**config.mk**
```make
export PLATFORM = sky130hd
export DESIGN_NAME = mdu_seq_ctrl
export DESIGN_NICKNAME = d
export VERILOG_FILES = /design/src/rtl/mdu_seq_ctrl.sv
export SDC_FILE = /design/constraint.sdc
export NUM_CORES = 1
export LEC_CHECK = 0
export ABC_AREA = 1
export BUFFER_PORTS_ARGS = -buffer_cell sky130_fd_sc_hd__buf_2
export CELL_PAD_IN_SITES_DETAIL_PLACEMENT = 1
export CELL_PAD_IN_SITES_GLOBAL_PLACEMENT = 2
export CORE_AREA = 4 4 197 199
export DETAILED_ROUTE_END_ITERATION = 6
export DIE_AREA = 0 0 201 203
export PLACE_DENSITY_LB_ADDON = 0.2
export SLEW_MARGIN = 0
export SYNTH_ARGS = -nofsm -noshare
export SYNTH_HDL_FRONTEND = slang
export SYNTH_SLANG_ARGS = --single-unit
```
**constraint.sdc**
```tcl
create_clock -name clk -period 6.5 [get_ports clk]
set_clock_uncertainty 0.1 [all_clocks]
set_input_delay 0.325 -clock clk [delete_from_list [all_inputs] [get_ports clk]]
set_output_delay 0.325 -clock clk [all_outputs]
set_load 0.01 [all_outputs]
```
**src/rtl/mdu_seq_ctrl.sv**
```systemverilog
// Sequential RV32M multiply/divide unit: radix-2 shift-add multiply and restoring divide, one bit per cycle.
// Define MDU_DIV_EN to build the divider; without it, divide ops complete immediately with illegal=1.
module mdu_seq_ctrl #(
  parameter int unsigned WIDTH = 32
) (
  input  logic             clk,
  input  logic             rst_n,
  input  logic             start,
  input  logic [2:0]       funct3,
  input  logic [WIDTH-1:0] op_a,
  input  logic [WIDTH-1:0] op_b,
  output logic             busy,
  output logic             stall,
  output logic             done,
  output logic [WIDTH-1:0] result,
  output logic             illegal
);

  localparam int unsigned CW = $clog2(WIDTH + 1);

  typedef enum logic [1:0] {
    S_IDLE,
    S_CALC,
    S_FIX,
    S_DONE
  } state_t;

  state_t state, state_nxt;

  logic [2:0]         op_q;
  logic               sign_a_q, sign_b_q;
  logic [WIDTH-1:0]   acc_hi, acc_lo, mcand;
  logic [CW-1:0]      cnt;

  logic               neg_a, neg_b;
  logic [WIDTH-1:0]   mag_a, mag_b;
  logic [WIDTH:0]     mul_sum, mul_add;
  logic [2*WIDTH-1:0] prod, prod_fix;
  logic [WIDTH-1:0]   mul_word, fix_val;
  logic               early;

`ifdef MDU_DIV_EN
  logic               skip_q;
  logic               div_zero, div_ovf;
  logic [WIDTH:0]     rem_sh, rem_diff;
  logic [WIDTH-1:0]   quot_fix, rem_fix;
`endif

  // Operand conditioning: signedness follows funct3, magnitudes feed the unsigned core.
  always_comb begin
    neg_a = op_a[WIDTH-1] & ((funct3 == 3'b001) | (funct3 == 3'b010) |
                             (funct3 == 3'b100) | (funct3 == 3'b110));
    neg_b = op_b[WIDTH-1] & ((funct3 == 3'b001) | (funct3 == 3'b100) | (funct3 == 3'b110));
    mag_a = neg_a ? ('0 - op_a) : op_a;
    mag_b = neg_b ? ('0 - op_b) : op_b;
`ifdef MDU_DIV_EN
    div_zero = (op_b == '0);
    div_ovf  = ~funct3[0] & (op_a == {1'b1, {(WIDTH-1){1'b0}}}) & (&op_b);
    early    = div_zero | div_ovf;
`else
    early    = 1'b0;
`endif
  end

  // Iteration datapath; acc_lo doubles as multiplier (mul) or quotient (div).
  always_comb begin
    mul_sum = {1'b0, acc_hi} + {1'b0, mcand};
    mul_add = acc_lo[0] ? mul_sum : {1'b0, acc_hi};
`ifdef MDU_DIV_EN
    rem_sh   = {acc_hi, acc_lo[WIDTH-1]};
    rem_diff = rem_sh - {1'b0, mcand};
`endif
  end

  always_comb begin
    prod     = {acc_hi, acc_lo};
    prod_fix = (sign_a_q ^ sign_b_q) ? ('0 - prod) : prod;
    mul_word = (op_q[1:0] == 2'b00) ? prod_fix[WIDTH-1:0] : prod_fix[2*WIDTH-1:WIDTH];
    fix_val  = mul_word;
`ifdef MDU_DIV_EN
    quot_fix = (sign_a_q ^ sign_b_q) ? ('0 - acc_lo) : acc_lo;
    rem_fix  = sign_a_q ? ('0 - acc_hi) : acc_hi;
    if (op_q[2]) begin
      if (skip_q) begin
        fix_val = op_q[1] ? acc_hi : acc_lo;
      end else begin
        fix_val = op_q[1] ? rem_fix : quot_fix;
      end
    end
`else
    if (op_q[2]) begin
      fix_val = '0;
    end
`endif
  end

  always_ff @(posedge clk) begin
    if (!rst_n) begin
      state <= S_IDLE;
    end else begin
      state <= state_nxt;
    end
  end

  always_comb begin
    state_nxt = state;
    busy      = 1'b0;
    done      = 1'b0;
    case (state)
      S_IDLE: begin
        if (start) begin
`ifdef MDU_DIV_EN
          state_nxt = (funct3[2] && early) ? S_FIX : S_CALC;
`else
          state_nxt = funct3[2] ? S_DONE : S_CALC;
`endif
        end
      end
      S_CALC: begin
        busy = 1'b1;
        if (cnt == CW'(1)) begin
          state_nxt = S_FIX;
        end
      end
      S_FIX: begin
        busy      = 1'b1;
        state_nxt = S_DONE;
      end
      S_DONE: begin
        busy      = 1'b1;
        done      = 1'b1;
        state_nxt = S_IDLE;
      end
      default: state_nxt = S_IDLE;
    endcase
    stall = (start & (state == S_IDLE)) | (busy & ~done);
  end

  always_ff @(posedge clk) begin
    if (!rst_n) begin
      op_q     <= '0;
      sign_a_q <= 1'b0;
      sign_b_q <= 1'b0;
      acc_hi   <= '0;
      acc_lo   <= '0;
      mcand    <= '0;
      cnt      <= '0;
      result   <= '0;
      illegal  <= 1'b0;
`ifdef MDU_DIV_EN
      skip_q   <= 1'b0;
`endif
    end else begin
      case (state)
        S_IDLE: begin
          if (start) begin
            op_q     <= funct3;
            sign_a_q <= neg_a;
            sign_b_q <= neg_b;
            cnt      <= CW'(WIDTH);
            illegal  <= 1'b0;
            acc_hi   <= '0;
            if (funct3[2]) begin
`ifdef MDU_DIV_EN
              mcand  <= mag_b;
              acc_lo <= mag_a;
              skip_q <= early;
              // Early results are preloaded as final {rem, quot} and bypass sign fix-up.
              if (div_zero) begin
                acc_hi <= op_a;
                acc_lo <= '1;
              end else if (div_ovf) begin
                acc_lo <= op_a;
              end
`else
              result  <= '0;
              illegal <= 1'b1;
`endif
            end else begin
              mcand  <= mag_a;
              acc_lo <= mag_b;
            end
          end
        end
        S_CALC: begin
          cnt <= cnt - CW'(1);
`ifdef MDU_DIV_EN
          if (op_q[2]) begin
            if (!rem_diff[WIDTH]) begin
              acc_hi <= rem_diff[WIDTH-1:0];
              acc_lo <= {acc_lo[WIDTH-2:0], 1'b1};
            end else begin
              acc_hi <= rem_sh[WIDTH-1:0];
              acc_lo <= {acc_lo[WIDTH-2:0], 1'b0};
            end
          end else begin
            {acc_hi, acc_lo} <= {mul_add, acc_lo[WIDTH-1:1]};
          end
`else
          {acc_hi, acc_lo} <= {mul_add, acc_lo[WIDTH-1:1]};
`endif
        end
        S_FIX: begin
          result <= fix_val;
        end
        default: ;
      endcase
    end
  end

endmodule

```
==> results of run 1 <==
==> flip-flops by register name, indices dropped and copies added (netlist names) <==
register / cells
acc_hi: 32
acc_lo: 32
mcand: 32
result: 32
cnt: 6
op_q: 2
state: 2
illegal: 1
sign_a_q: 1
sign_b_q: 1
==> power breakdown <==
part	internal, µW	switching (µW)	total, µW
Sequential	1020	238	1260
Combinational	891	2270	3160
Clock	518	500	1020
==> final timing paths <==
path,start,cells past startpoint,slack (ns),to
hold reg to reg,result[27]$_SDFFE_PN0P_,2,0.36,result[27]$_SDFFE_PN0P_
hold / removal,op_a[12],3,0.06,mcand[12]$_SDFFE_PN0P_
setup reg to reg,state[1]$_SDFFE_PN0P_,9,2.96,acc_hi[17]$_SDFFE_PN0P_
setup / recovery,state[1]$_SDFFE_PN0P_,9,2.96,acc_hi[17]$_SDFFE_PN0P_
==> cell type report <==
class                      count  area, µm²
fill                        5217      23300
multi-input combinational   1754       8210
sequential                   141       2820
inverter                     291       1100
timing repair buffer         115        601
tap                          474        593
clock buffer                  17        425
clock inverter                15        168
==> synth_stat cells (5+ instances only) <==
master    instances  area [µm²]
a31oi_1          10        62.6
a21oi_1         204        1020
nor2_1          339        1270
o21ai_0         109         546
nand2_1         691        2590
inv_2             5        18.8
xnor2_1          10        87.6
nand4_1          32         200
ha_1             42         526
nand3_1         206        1030
o21bai_1          6        45.0
clkbuf_1         47         176
nand3b_1          7        52.6
nor3_1           11        55.1
xor2_1           35         307
buf_1             6        22.5
o211ai_1         14         105
dfxtp_1         141        2820
buf_2            17        85.1
o21ai_1           8        40.0
inv_1           284        1070
==> worst register-to-register path: stages, from the launching register on <==
cell and delay (ns):
dfxtp_1 0.33, inv_1 0.13, ha_1 0.17, buf_4 0.40, inv_2 0.30, nor2_1 0.85, inv_1 0.63, a21oi_1 0.30
o21ai_0 0.11, a21oi_1 0.13
==> cell families (layout without fill, tap and decap cells) <==
family / after synthesis / after routing / share of synthesized area
AOI/OAI and AO/OA: 363 / 363 / 0.154
adders and majority gates: 43 / 43 / 0.0439
DFF: 141 / 141 / 0.227
and+or+nand+nor: 1303 / 1303 / 0.430
buffers and inverters: 364 / 438 / 0.113
xor gates and xnor gates: 45 / 45 / 0.0317
==> metal layers <==
metal	vias up	track usage	part of all wire	wire (µm)
met2	229	0.459	0.49	26600
met4	0	0.0821	0.028	1530
met3	53	0.0294	0.029	1590
met5	-	0	0	0
li1	7339	-	-	-
met1	7072	0.330	0.45	24200
==> through the flow <==
step | power (µW) | instances | setup WS [ns] | hold WS, ns | instance area, µm²
after detailed placement | 4400 | 2775 | 2.96 | 0.354 | 13300
after global placement | 4340 | 2775 | 3.08 | 0.348 | 13300
after floorplan | 3340 | 2259 | 4.38 | 0.338 | 12400
after global routing | 5900 | 2807 | 2.59 | 0.0697 | 13900
final | 5440 | 2807 | 2.96 | 0.0624 | 13900
after CTS | 5440 | 2807 | 2.92 | 0.0432 | 13900
==> summary.txt, run 1 <==
Detailed routing
  • Iteration-0 DRC Markers: 746
  • Antenna viol nets, final: 0
  • Final wirelength: 53,900 µm
  • Detailed Routing Iterations Pass 1: 5
  • DR vias: roughly 15k
  • DR vias/cell: 5.23
  • Avg WL per Cell: around 19 µm
  • Drc violations: 0

STA
  • Crit path time final: 3.54 ns
  • Slew headroom: 0.160
  • Max Slew Vio Count: 0
  • Least-Margin Pin Slew: ~1.3 ns
  • RSZ-0062 raised after global routing: false
  • # setup viols final: 0
  • Final number of hold-violating endpoints: 0
  • Total Neg Setup Slack: 0 ns
  • Period utilization: 0.544
  • Max Clk Rate: 283 MHz

Die
  • Core ar.: 37,200 µm²
  • Initial core utilization: 0.334
  • Die area: 40,800 µm²
  • Width of the die: 201 µm
  • Row count: 71
  • IO Count: 106
  • Die H: 203 µm

CTS
  • Clock Path Buffers: 2
  • TritonCTS clock tree: yes
  • Clk sinks: 141
  • CTS resizes: 0
  • Postcts setup bufs: 0
  • CTS Hold Buffers Added: 0
  • H-tree levels: 4
  • Clock Latency Late Sink: 0.47 ns
  • Root Buffer: clkbuf_16
  • Clk slew on worst S/H paths: 0.08 ns
  • Total CTS buffers: 17

Final layout
  • Area Overhead vs Synth: 12.0%
  • Most common cell after layout, fill and taps aside: nand2_1
  • Share of layout cells above drive strength 1: 0.0733
  • Final Util: 0.374
  • Commonest non-fill, non-tap cells in the layout: 691 x nand2_1, 336 x nor2_1, 283 x inv_1
  • Number of antenna diodes: 0
  • Fin nets: approximately 2.4k

Critical path
  • Delay-heaviest family, CP: buffers and inverters
  • CP Capture Type: flip-flop
  • Crit-path cells: inv_1, ha_1, buf_4, inv_2, nor2_1, inv_1, a21oi_1, o21ai_0, a21oi_1
  • Crit path largest cell delay: 0.84 ns
  • CP arrival: ~3.8 ns
  • Crit Path Class: reg2reg
  • Crit path max-delay cell type: nor2_1
  • Crit path required time: 6.78 ns
  • CP bufs+invs: 4
  • Critical path fanouts, max: 45
  • Startpoint Class: flip-flop

Place
  • Hpwl dp: around 44,000 µm
  • IO Port Bufs: 105
  • GP Congestion: 0.972

Synthesis
  • Syn_area_per_cell: between 5 and 6 µm²
  • Seq cells post-synth: 141
  • Syn Inst Count: 2,259
  • Synthesized area: 12,400 µm²
  • Number of synthesized flops with an enable pin: 0
  • Yosys warns: 0
  • Post-synthesis sequential area ratio: 0.227
  • Netlist cell types: 43
  • Mapped Nets: 2,372
  • Post-synthesis async set-or-reset flop share: 0
  • Commonest register cell after synthesis: dfxtp_1

Min path
  • Worst Hold Class: in2reg

Flow run
  • Max cap viols: 0

GRT
  • Initial antenna violation count: 0
  • Largest net degree at the start of global routing: 70
  • GRT Total Usage: 0.259
  • Grt total ovfl: 0
  • Global-route wire length before repair: 83,700 µm
  • Number of global-route vias before repair: between 10k and 15k

Status
  • Status: finished clean

Power and ir drop
  • Pwr/cell area: ~390 nW/µm²
  • VDD IR-drop max: between 0.2 and 0.25 mV
  • LEAKAGE: 0.00682 µW
Power figures use the tool's default switching activity.
==> run 2, diff against run 1 <==
CORE_AREA = 4 4 206 208   (was 4 4 197 199)
DIE_AREA = 0 0 210 212   (was 0 0 201 203)
clock period = 3.6 ns   (was 6.5 ns; I/O delays follow)
==> run 2 against run 1 <==
Compared with the run above: setup slack worse by 2.2 ns; wire length up 5.5%; clock power up 86%; design area up 2.1%; non-clock buffer count up 22; sequential power up 81%; via count up 0.27%; clock-buffer cell count unchanged; largest power group unchanged.
==> summary.txt, run 2 (synthesis results as in run 1) <==
Status
  • Status: finished clean

Final layout
  • Area Overhead vs Synth: 14.4%
  • Most common cell after layout, fill and taps aside: nand2_1
  • Fin cells: 2,887 (+2.9%)
  • Final Util: 0.351 (-0.0234)
  • Sequential cell area: 2820 µm² (unchanged)
  • Number of antenna diodes: 0 (unchanged)
  • Fin nets: 2,455 (+0.90%)
  • Multi-input gate area: 8210 µm² (unchanged)
  • Fill cell count: 5,597 (+7.3%)
  • Commonest non-fill, non-tap cells in the layout: 691 x nand2_1, 336 x nor2_1, 283 x inv_1
  • Share of layout cells above drive strength 1: 0.0756 (+0.00229)

Die
  • Initial core utilization: 0.306 (-0.0274)
  • Row count: 74 (+4.2%)
  • IO Count: 106 (unchanged)
  • Core ar.: 40,600 µm² (+9.0%)
  • Width of the die: 210 µm (+4.5%)
  • Die H: 212 µm (+4.4%)
  • Die area: 44,500 µm² (+9.1%)

GRT
  • Largest net degree at the start of global routing: 71 (+1.4%)
  • GRT Total Usage: 0.251 (-0.00797)
  • Number of global-route vias before repair: 14.5k (-1.3%)
  • Initial antenna violation count: 0 (unchanged)
  • Grt total ovfl: 0 (unchanged)
  • Global-route wire length before repair: 86,300 µm (+3.1%)

Detailed routing
  • DR vias/cell: 5.10 (-2.5%)
  • Iteration-0 DRC Markers: 855 (+15%)
  • Detailed Routing Iterations Pass 1: 5 (unchanged)
  • Drc violations: 0 (unchanged)
  • DR vias: 14.7k (+0.27%)
  • Final wirelength: 56,800 µm (+5.5%)
  • Avg WL per Cell: 19.7 µm (+2.5%)
  • Antenna viol nets, final: 0 (unchanged)

CTS
  • Clock Latency Late Sink: 0.47 ns (about the same)
  • Root Buffer: clkbuf_16
  • Clk slew on worst S/H paths: 0.08 ns (about the same)
  • Postcts setup bufs: 0 (unchanged)
  • Total CTS buffers: 17 (unchanged)
  • H-tree levels: 4 (unchanged)
  • Clk sinks: 141 (unchanged)
  • TritonCTS clock tree: yes
  • Clock Path Buffers: 2 (unchanged)

Min path
  • Worst Hold End: mcand[15]$_SDFFE_PN0P_
  • Worst Hold Class: in2reg
  • Worst hold start: op_a[15]
  • Hold Path Cell Cnt: 5 (+2)

STA
  • Slew headroom: 0.438 (+0.278)
  • # setup viols final: 0 (unchanged)
  • Max Slew Vio Count: 0 (unchanged)
  • Total Neg Setup Slack: 0 ns (unchanged)
  • Final number of hold-violating endpoints: 0 (unchanged)
  • Final worst setup slack: 0.761 ns (-2.20 ns)
  • Max Clk Rate: 352 MHz (+25%)
  • RSZ-0062 raised after global routing: false
  • Period utilization: 0.789 (+0.245)
  • Least-Margin Pin Slew: 0.843 ns (-0.414 ns)
  • Crit path time final: 2.84 ns (-0.697 ns)

Place
  • IO Port Bufs: 105 (unchanged)
  • Setup WS pre-CTS: 0.856 ns (-2.10 ns)
  • GP Congestion: 0.970 (-0.22%)
  • Hpwl dp: 46,700 µm (+7.0%)
  • Placed Cells: 2,840 (+2.3%)

Critical path
  • R2r setup slk: 0.76 ns (-2.20 ns)
  • CP Capture Type: flip-flop
  • Startpoint Class: flip-flop
  • Crit path required time: 3.88 ns (-2.90 ns)
  • Crit Path Class: reg2reg
  • Worst r2r src: acc_hi[0]$_SDFFE_PN0P_
  • R2r endpoint: acc_hi[7]$_SDFFE_PN0P_
  • Worst reg2reg path depth: 13 (+4)
  • Critical path fanouts, max: 6 (-87%)
  • CP arrival: 3.12 ns (-0.70 ns)

Power and ir drop
  • Pwr/cell area: 706 nW/µm² (+81%)
  • LEAKAGE: 0.00693 µW (+1.6%)
  • Total Power: 10,000 µW (+84%)
  • VDD IR-drop max: 0.352 mV (+47%)

Flow run
  • Max cap viols: 0 (unchanged)
run 2: cell count changes in the layout (fill, tap and decap cells not counted), sizes merged:
cell | previous run | this run
clkinvlp | 1 | 0
dlygate4sd3 | 0 | 15
bufinv | 0 | 1
buf | 115 | 122
run 2: final cells by class:
class / count / area share
inverter: 291 / 0.0771
multi-input combinational: 1754 / 0.578
clock buffer: 17 / 0.0299
tap: 532 / 0.0468
timing repair buffer: 137 / 0.0565
clock inverter: 15 / 0.0134
sequential: 141 / 0.199
run 2: per-stage QoR:
stage          cell area [µm²]  hold WS, ns
2_1_floorplan            12400        0.229
3_3_place_gp             13400        0.350
3_5_place_dp             13400        0.358
4_1_cts                  14200      0.00196
5_1_grt                  14200       0.0153
6_report                 14200      0.00279
run 2: routing by layer:
metal | track usage | wire, µm | up-vias | part of all wire
met2 | 0.444 | 28100 | 209 | 0.49
met1 | 0.323 | 25600 | 7083 | 0.45
li1 | - | - | 7381 | -
met5 | 0 | 0 | - | 0
met3 | 0.0263 | 1560 | 59 | 0.027
met4 | 0.0776 | 1570 | 0 | 0.028
run 2: worst max-delay path, cell delays in order, from the launching register on:
cell	delay (ns)
dfxtp_1	0.54
ha_1	0.34
inv_1	0.08
fa_1	0.38
inv_1	0.15
nand3_1	0.09
nand3_1	0.19
nand2_1	0.09
nand2_1	0.09
inv_1	0.07
or2_2	0.27
nand3_1	0.10
o211ai_1	0.10
a21oi_1	0.15
run 2: power by group:
group	internal, µW	switching, µW	total [µW]	leakage (µW)
clock	1010	893	1900	0.000303
sequential	1850	437	2280	0.00115
combinational	1650	4200	5850	0.00548
total	4500	5530	10000	0.00693
run 2: worst max-delay path by stage:
stage,startpoint,endpoint,slack [ns],cells after the start
floorplan,acc_hi[0]$_SDFFE_PN0P_,acc_hi[7]$_SDFFE_PN0P_,1.48,13
global placement,acc_hi[0]$_SDFFE_PN0P_,acc_hi[7]$_SDFFE_PN0P_,0.87,13
detailed placement,acc_hi[0]$_SDFFE_PN0P_,acc_hi[7]$_SDFFE_PN0P_,0.86,13
CTS,acc_hi[0]$_SDFFE_PN0P_,acc_hi[7]$_SDFFE_PN0P_,0.82,13
global route,acc_hi[0]$_SDFFE_PN0P_,acc_hi[15]$_SDFFE_PN0P_,0.55,15
finish,acc_hi[0]$_SDFFE_PN0P_,acc_hi[7]$_SDFFE_PN0P_,0.76,13
run 2: repair_timing:
item / in CTS / in global routing
hold buffers: 15 / 0
resized for setup: 0 / 0
endpoints found under the hold margin: 15 / 0
endpoints found under the setup margin: 0 / 0
==> run 3, diff against run 2 <==
clock period = 2.8 ns   (was 3.6 ns; I/O delays follow)
==> run 3 against run 2 <==
Compared with the run above: register-to-register slack got worse by 0.47 ns; fmax rose by 13%; power rose by 29%; sequential share of layout area fell by 0.36 points; first-iteration DRC count rose by 0.47%; core utilization rose by 0.65 points; cell count rose by 1.1%; combinational power rose by 31%; hold slack improved by 0.011 ns; wire length rose by 2.8%; clock-buffer cell count rose by 2; critical endpoint unchanged; largest power group unchanged; highest routed layer unchanged.
==> summary.txt, run 3 (synthesis results as in run 1) <==
STA
  • Slew headroom: 0.509 (+0.0713)
  • RSZ-0062 raised after global routing: false
  • Max Clk Rate: 398 MHz (+13%)
  • Period utilization: 0.897 (+0.108)
  • Hold Worst Slack: 0.0135 ns (+0.0107 ns)
  • Least-Margin Pin Slew: 0.729 ns (-0.115 ns)
  • # setup viols final: 0 (unchanged)
  • Crit path time final: 2.51 ns (-0.327 ns)
  • Total Neg Setup Slack: 0 ns (unchanged)
  • Final number of hold-violating endpoints: 0 (unchanged)
  • Max Slew Vio Count: 0 (unchanged)

Critical path
  • CP arrival: 2.80 ns (-0.32 ns)
  • R2r endpoint: acc_hi[7]$_SDFFE_PN0P_
  • Worst reg2reg path depth: 12 (-1)
  • Worst r2r src: acc_hi[1]$_SDFFE_PN0P_
  • R2r setup slk: 0.29 ns (-0.47 ns)
  • Crit Path Class: reg2reg
  • Startpoint Class: flip-flop
  • CP Capture Type: flip-flop
  • Critical path fanouts, max: 7 (+1)
  • Crit path required time: 3.09 ns (-0.79 ns)

Min path
  • Worst Hold End: acc_lo[13]$_SDFFE_PN0P_
  • Worst Hold Class: in2reg
  • Worst hold start: op_b[13]
  • Hold Path Cell Cnt: 4 (-1)

Power and ir drop
  • Cell Int Power: 5930 µW (+32%)
  • Total Power: 12,900 µW (+29%)
  • Pwr/cell area: 892 nW/µm² (+26%)
  • Clock share of power: 0.181 (-0.008)
  • VDD IR-drop max: 0.433 mV (+23%)
  • Net Sw Frac: 0.541 (-0.0104)
  • LEAKAGE: 0.00706 µW (+1.8%)
  • Total net switching power: 6980 µW (+26%)
  • Sequential cell fraction of total power: 0.223 (-0.005)
  • Gate power share: 0.595 (+0.012)

GRT
  • Initial antenna violation count: 0 (unchanged)
  • Grt total ovfl: 0 (unchanged)
  • Number of global-route vias before repair: 14.9k (+2.7%)
  • Global-route wire length before repair: 88,600 µm (+2.8%)
  • GRT Total Usage: 0.258 (+0.00694)
  • Largest net degree at the start of global routing: 45 (-37%)

Die
  • Width of the die: 210 µm (unchanged)
  • Core ar.: 40,600 µm² (unchanged)
  • Die area: 44,500 µm² (unchanged)
  • IO Count: 106 (unchanged)
  • Die H: 212 µm (unchanged)
  • Initial core utilization: 0.306 (unchanged)
  • Row count: 74 (unchanged)

CTS
  • TritonCTS clock tree: yes
  • Total CTS buffers: 17 (unchanged)
  • Clock Path Buffers: 2 (unchanged)
  • H-tree levels: 4 (unchanged)
  • Clk slew on worst S/H paths: 0.06 ns (-0.02 ns)
  • Root Buffer: clkbuf_16
  • Clock Latency Late Sink: 0.48 ns (about the same)
  • Clk sinks: 141 (unchanged)

Place
  • GP Congestion: 0.929 (-4.2%)
  • Hpwl dp: 47,400 µm (+1.5%)
  • IO Port Bufs: 105 (unchanged)

Status
  • Status: finished clean

Final layout
  • Area Overhead vs Synth: 16.5%
  • Share of layout cells above drive strength 1: 0.0813 (+0.00569)
  • Number of antenna diodes: 0 (unchanged)
  • Commonest non-fill, non-tap cells in the layout: 691 x nand2_1, 336 x nor2_1, 283 x inv_1
  • Fin nets: 2,488 (+1.3%)
  • Most common cell after layout, fill and taps aside: nand2_1
  • Final Util: 0.357 (+0.00648)

Detailed routing
  • Final wirelength: 58,400 µm (+2.8%)
  • Avg WL per Cell: 20.0 µm (+1.7%)
  • Drc violations: 0 (unchanged)
  • Detailed Routing Iterations Pass 1: 5 (unchanged)
  • DR vias/cell: 5.12 (+0.25%)
  • Iteration-0 DRC Markers: 859 (+0.47%)
  • Antenna viol nets, final: 0 (unchanged)
  • DR vias: 14.9k (+1.4%)

Flow run
  • Max cap viols: 0 (unchanged)
==> run 3: changes by cell type in the layout (fill, tap and decap cells not counted) <==
cell	previous run	this run
inv_6	5	3
buf_4	17	34
bufinv_16	1	2
clkinv_4	0	1
buf_12	0	2
clkinv_2	1	2
clkinvlp_4	0	5
clkinv_8	3	0
dlygate4sd3_1	15	29
clkbuf_1	0	2
inv_8	6	0
==> run 3: layout make-up <==
class,instances,area [µm²]
inverters,291,1100
repair buffers,170,1110
well taps,532,666
fillers,5624,26100
clock inverters,12,138
multi-input cells,1754,8210
clock buffers,19,433
flip-flops and latches,141,2820
==> run 3: critical path, cell delays in order, from the launching register on <==
cell,delay [ns]
dfxtp_1,0.49
inv_1,0.16
fa_1,0.46
inv_1,0.13
nand3_1,0.10
nand3_1,0.15
nand2_1,0.07
nand2_1,0.10
inv_1,0.11
or2_2,0.29
nand3_1,0.07
o211ai_1,0.09
a21oi_1,0.13
==> run 3: how the worst max path moves through the flow <==
stage | slack (ns) | cells after the start | endpoint | start
after detailed placement | 0.31 | 12 | acc_hi[7]$_SDFFE_PN0P_ | acc_hi[1]$_SDFFE_PN0P_
after floorplan | 0.68 | 13 | acc_hi[7]$_SDFFE_PN0P_ | acc_hi[0]$_SDFFE_PN0P_
after CTS | 0.30 | 12 | acc_hi[7]$_SDFFE_PN0P_ | acc_hi[1]$_SDFFE_PN0P_
final | 0.29 | 12 | acc_hi[7]$_SDFFE_PN0P_ | acc_hi[1]$_SDFFE_PN0P_
after global placement | 0.38 | 10 | result[11]$_SDFFE_PN0P_ | acc_hi[4]$_SDFFE_PN0P_
after global routing | 0.07 | 12 | acc_hi[27]$_SDFFE_PN0P_ | acc_hi[1]$_SDFFE_PN0P_
==> run 3: layer usage <==
metal,track usage,vias up,wire [µm],part of all wire
met5,0,-,0,0
met2,0.449,289,28200,0.48
met1,0.329,7127,26100,0.45
met3,0.0320,85,1890,0.032
met4,0.0954,0,2240,0.038
li1,-,7431,-,-
==> run 3: per-stage QoR <==
| stage | instance area (µm²) | instances | setup WS, ns |
|---|---|---|---|
| after detailed placement | 13600 | 2859 | 0.310 |
| after global routing | 14500 | 2919 | 0.0712 |
| after floorplan | 12400 | 2259 | 0.678 |
| after CTS | 14500 | 2919 | 0.297 |
| after global placement | 13600 | 2859 | 0.385 |
| final | 14500 | 2919 | 0.289 |
==> run 3: power by group through the flow <==
stage / logic, µW / clock network [µW] / registers (µW)
6_report: 7690 / 2340 / 2880
5_1_grt: 8570 / 2470 / 2930
4_1_cts: 7640 / 2400 / 2890
3_5_place_dp: 7570 / 0 / 2930
3_3_place_gp: 7470 / 0 / 2920
2_1_floorplan: 5050 / 0 / 2700
==> run 3: timing repair <==
item	in CTS	in global routing
setup buffers	0	0
hold buffers	29	0
hold endpoints to repair	29	0
gates resized for setup	0	0
